<file path="config.mk">
export PLATFORM = sky130hd
export DESIGN_NAME = mux_nto1_reg
export DESIGN_NICKNAME = d
export VERILOG_FILES = /design/src/rtl/mux_pkg.sv /design/src/rtl/mux_scan_ptr.sv /design/src/rtl/mux_nto1_reg.sv
export SDC_FILE = /design/constraint.sdc
export NUM_CORES = 1
export LEC_CHECK = 0
export ABC_AREA = 1
export CELL_PAD_IN_SITES_DETAIL_PLACEMENT = 1
export CELL_PAD_IN_SITES_GLOBAL_PLACEMENT = 2
export CORE_ASPECT_RATIO = 2
export CORE_MARGIN = 1.5
export CORE_UTILIZATION = 24
export DETAILED_ROUTE_END_ITERATION = 8
export HOLD_SLACK_MARGIN = 0.02
export PLACE_DENSITY_LB_ADDON = 0.3
export SLEW_MARGIN = 20
export SYNTH_ARGS = -nofsm -noshare
export SYNTH_HDL_FRONTEND = slang
export SYNTH_SLANG_ARGS = --single-unit
</file>
<file path="constraint.sdc">
create_clock -name clk -period 1.6 [get_ports clk]
set_clock_uncertainty 0.1 [all_clocks]
set_input_delay 0.32 -clock clk [delete_from_list [all_inputs] [get_ports clk]]
set_output_delay 0.32 -clock clk [all_outputs]
set_load 0.05 [all_outputs]
</file>
<file path="src/rtl/mux_pkg.sv">
// Shared constants and helpers for the registered N:1 selector family.
package mux_pkg;

   localparam int MODE_SEL  = 0;
   localparam int MODE_SCAN = 1;

   // Bits needed to index n items; never returns less than 1.
   function automatic int clog2_min1(input int n);
      int r;
      r = 0;
      for (int v = n - 1; v > 0; v = v >> 1) r++;
      return (r < 1) ? 1 : r;
   endfunction

endpackage

</file>
<file path="src/rtl/mux_scan_ptr.sv">
// Round-robin channel pointer that advances after DWELL accepted loads.
module mux_scan_ptr
   import mux_pkg::*;
#(
   parameter int NUM_CH = 4,
   parameter int DWELL  = 1,
   localparam int SEL_W = clog2_min1(NUM_CH)
) (
   input  logic             clk,
   input  logic             rst_n,
   input  logic             adv,
   output logic [SEL_W-1:0] ptr
);

   localparam logic [7:0]       DWELL_LAST = 8'(DWELL - 1);
   localparam logic [SEL_W-1:0] PTR_LAST   = SEL_W'(NUM_CH - 1);

   logic [7:0] dwell_cnt;

   always_ff @(posedge clk or negedge rst_n) begin
      if (!rst_n) begin
         ptr       <= '0;
         dwell_cnt <= '0;
      end else if (adv) begin
         if (dwell_cnt == DWELL_LAST) begin
            dwell_cnt <= '0;
            ptr       <= (ptr == PTR_LAST) ? '0 : ptr + SEL_W'(1);
         end else begin
            dwell_cnt <= dwell_cnt + 8'd1;
         end
      end
   end

endmodule

</file>
<file path="src/rtl/mux_nto1_reg.sv">
// Parametrised N:1 selector with a registered, backpressurable output and
// either an external select or an internal round-robin scan.
module mux_nto1_reg
   import mux_pkg::*;
#(
   parameter int NUM_CH = 4,
   parameter int DATA_W = 1,
   parameter int MODE   = 0,
   parameter int DWELL  = 1,
   parameter int DROP_W = 8,
   localparam int SEL_W = clog2_min1(NUM_CH)
) (
   input  logic                     clk,
   input  logic                     rst_n,
   input  logic [NUM_CH*DATA_W-1:0] i,
   input  logic [SEL_W-1:0]         sel,
   input  logic                     en,
   input  logic                     y_rdy,
   output logic [DATA_W-1:0]        y,
   output logic                     y_vld,
   output logic [SEL_W-1:0]         cur_sel,
   output logic                     sel_err,
   output logic [DROP_W-1:0]        drop_cnt
);

   localparam logic [SEL_W:0] NUM_CH_V = (SEL_W + 1)'(NUM_CH);

   // Handshake: y is transferred on any cycle with y_vld && y_rdy. A new
   // sample is loaded when en is high and the register is empty or being
   // drained that same cycle; otherwise en is refused and only counted.
   logic              load;
   logic              refuse;
   logic [SEL_W-1:0]  eff_sel;
   logic              sel_oor;
   logic [DATA_W-1:0] chan;

   assign load   = en && (!y_vld || y_rdy);
   assign refuse = en && y_vld && !y_rdy;

   generate
      if (MODE == MODE_SCAN) begin : g_scan
         logic unused_sel;
         assign unused_sel = ^sel;
         mux_scan_ptr #(
            .NUM_CH (NUM_CH),
            .DWELL  (DWELL)
         ) u_scan_ptr (
            .clk   (clk),
            .rst_n (rst_n),
            .adv   (load),
            .ptr   (eff_sel)
         );
         assign sel_oor = 1'b0;
      end else begin : g_sel
         assign eff_sel = sel;
         assign sel_oor = ({1'b0, sel} >= NUM_CH_V);
      end
   endgenerate

   // No channel matches an out-of-range index, so chan falls back to zero.
   always_comb begin
      chan = '0;
      for (int k = 0; k < NUM_CH; k++) begin
         if (eff_sel == SEL_W'(k)) chan = i[k*DATA_W +: DATA_W];
      end
   end

   always_ff @(posedge clk or negedge rst_n) begin
      if (!rst_n) begin
         y        <= '0;
         y_vld    <= 1'b0;
         cur_sel  <= '0;
         sel_err  <= 1'b0;
         drop_cnt <= '0;
      end else begin
         sel_err <= load && sel_oor;
         if (load) begin
            y       <= chan;
            cur_sel <= eff_sel;
            y_vld   <= 1'b1;
         end else if (y_rdy) begin
            y_vld <= 1'b0;
         end
         if (refuse && (drop_cnt != '1)) drop_cnt <= drop_cnt + DROP_W'(1);
      end
   end

endmodule

</file>
==> key figures, run 1 <==
Outcome
  • Status: finished, final reports clean

Logic synthesis
  • Mapped cell area: 698 µm²
  • Cells after Synth: 90
  • Distinct cells, synth: 18
  • Post-synth top flop: dfrtp_1
  • Asr flop ratio synth: 1.00
  • Synthesized area per cell: 7.76 µm²
  • Syn nets: 101
  • Largest area contributor in the netlist: dfrtp_1
  • Share of Yosys cell area claimed by the top area cell type: 0.430
  • Synth top cells by count: nand2_1 (39), dfrtp_1 (12), inv_1 (9)
  • EDFF count, synth: 0
  • Synth top area cells: dfrtp_1 (43%), nand2_1 (21%), nand3_1 (5.0%)
  • Seq/Total Area, Yosys: 0.430
  • Synth Register Bits: 12
  • Dominant cell by count in the synthesized netlist: nand2_1
  • Yosys Warn Count: 0

Finish
  • Nets: 129
  • Area Growth Syn to Fin: 62.9%
  • Fillers: 336
  • Share of cells above drive strength 1: 0.248
  • ANT cells: 0

Power and ir drop
  • Switch share: 0.385
  • Clock power frac: 0.243
  • Leak Pwr: 0.000532 µW
  • Max IR drop VDD: 0.584 mV
  • Pwr per Cell Area: 1240 nW/µm²
  • Comb power frac: 0.431
  • Net Sw Power: 541 µW
  • Cell Int Power: 864 µW
  • Sequential power share: 0.326

Worst setup path
  • Top cell by count, worst path: nand2_1
  • Max Fanout on Critical Path: 8
  • CP max-delay cell: dfrtp_2
  • Arr. time, crit path: 1.44 ns
  • Max incr delay on CP: 0.42 ns
  • Critical path required time: 1.64 ns
  • Worst Path Buf+Inv: 1
  • CP Capture Type: register
  • Crit Path Category: register to register
  • Type of origin of the critical path: register
  • Cell class contributing the biggest share of worst-path delay: simple AND/OR/NAND/NOR gates
  • Worst-path cell chain: ha_1 > nand2_2 > nor2_4 > nand2_4 > nand2_8 > inv_6 > nand2_1 > nand2_1

Route
  • Final ANT Viol Nets: 0
  • Avg WL per Cell: 11.8 µm
  • Routed vias/inst: 4.58
  • Vias: 668
  • Final wirelength: 1720 µm
  • Residual DRC: 0
  • DRT iter0 DRCs: 7
  • DRT Pass-1 Iters: 4

Die
  • Chip width: 41.1 µm
  • Core Area: 2770 µm²
  • Height of the die: 79.3 µm
  • Rows: 27
  • Initial core utilization: 0.252
  • # IOs: 23
  • Die Footprint: 3260 µm²

Timing
  • Max-slew violations: 0
  • Period utilization: 0.877
  • Fin Hold WS: 0.274 ns
  • Final setup viols: 0
  • Final worst slack: 0.196 ns
  • Final Critical Period: 1.40 ns
  • F_max: 712 MHz
  • Final hold vios: 0
  • RSZ-0062 raised after global routing: no
  • Setup tns final: 0 ns

Global routing
  • Vias in the first global route: 678
  • GRT overflow: 0
  • First-pass GRT wire length: 2950 µm
  • Tot GR Track Use: 0.139
  • Initial antenna violation count: 0
  • Largest net degree at the start of global routing: 13

Clocking
  • CTS Buf Count: 3
  • Post-CTS resize count: 0
  • Worst-path clk slew: 0.06 ns
  • Clock root cell: clkbuf_8
  • # clock sinks: 12
  • Clk_lat worst skew: 0.25 ns
  • Hold_buf cts: 0
  • CTS tree: built
  • Post-CTS setup repair buffer count: 0
  • Maximum buffer depth of the clock tree: 2
  • CTS HTree Levels: 1

Worst hold path
  • Hold Path Class: primary input to asynchronous set/reset pin

Place
  • Post-DP HPWL: 1450 µm
  • DP Worst Slack: 0.0338 ns
  • Input/output buffers: 21
  • Placer Congestion: 0.729

Run
  • Max cap viols: 0
==> area by class of cell <==
class,instances,area [µm²],share of cell area
clock buffers,4,55.1,0.0484
inverters,10,42.5,0.0374
multi-input cells,67,348,0.306
flip-flops and latches,12,303,0.266
well taps,29,36.3,0.0319
repair buffers,24,353,0.310
==> path summary, 6_finish.rpt <==
check	slack, ns	end	start	depth (start not counted)
max in group asynchronous	0.95	drop_cnt[1]	rst_n	2
worst max register to register	0.20	drop_cnt[4]	drop_cnt[0]	8
min in group clk	0.45	y	y	2
worst max-delay path	0.20	drop_cnt[4]	drop_cnt[0]	8
worst min-delay path	0.27	drop_cnt[5]	rst_n	2
worst min register to register	0.45	y	y	2
==> layout by cell type (no fill, tap or decap), types with 2 or more instances in the layout <==
| cell | n |
|---|---|
| buf_12 | 12 |
| buf_4 | 3 |
| clkbuf_8 | 4 |
| clkdlybuf4s50_1 | 9 |
| dfrtp_1 | 10 |
| dfrtp_2 | 2 |
| inv_1 | 9 |
| nand2_1 | 39 |
| nand3_1 | 7 |
| nand4_1 | 3 |
| nor2_1 | 4 |
| nor2_4 | 3 |
| o21ai_0 | 2 |
| xor2_1 | 2 |
==> power groups by stage <==
stage | Sequential [µW] | Combinational (µW) | Clock [µW]
after CTS | 461 | 615 | 348
final | 458 | 606 | 341
after global routing | 469 | 646 | 367
after detailed placement | 466 | 613 | 0
after global placement | 463 | 604 | 0
after floorplan | 608 | 145 | 0
==> worst register-to-register path: stages (launching register included) <==
cell and delay, ns:
dfrtp_2 0.42, ha_1 0.23, nand2_2 0.09, nor2_4 0.13, nand2_4 0.09, nand2_8 0.10, inv_6 0.05, nand2_1 0.06
nand2_1 0.04
==> cells by family after synthesis <==
logic type               Yosys count  synth area share
XOR/XNOR                           3            0.0376
flip-flops                        12             0.430
AND/OR/NAND/NOR                   59             0.410
other                              1           0.00537
adder cells (fa/ha/maj)            1            0.0179
buffers and inverters             11            0.0717
AO/OA/AOI/OAI                      3            0.0269
==> metal layers <==
metal / global-route usage / wire length, µm
met4: 0.106 / 76
met5: 0 / 0
met2: 0.222 / 999
met1: 0.146 / 591
met3: 0.0251 / 53
==> registers in the layout (all words and copies together) (netlist names) <==
register  count
cur_sel       2
drop_cnt      8
y             1
y_vld         1
==> metrics by stage <==
step | std cells | util | instance area (µm²) | total power, µW
final | 146 | 0.411 | 1140 | 1410
after global routing | 146 | 0.411 | 1140 | 1480
after CTS | 146 | 0.411 | 1140 | 1420
after detailed placement | 142 | 0.391 | 1080 | 1080
after global placement | 142 | 0.391 | 1080 | 1070
after floorplan | 90 | - | 701 | 753
Note: power is estimated with default switching activity, not from simulation.
==> run 2: changes to the inputs <==
Settings changed: CAP_MARGIN set to 0, GPL_ROUTABILITY_DRIVEN set to 0.
==> results of run 2 <==
Same layout as run 1: the final DEF is identical, and so are final timing and power.
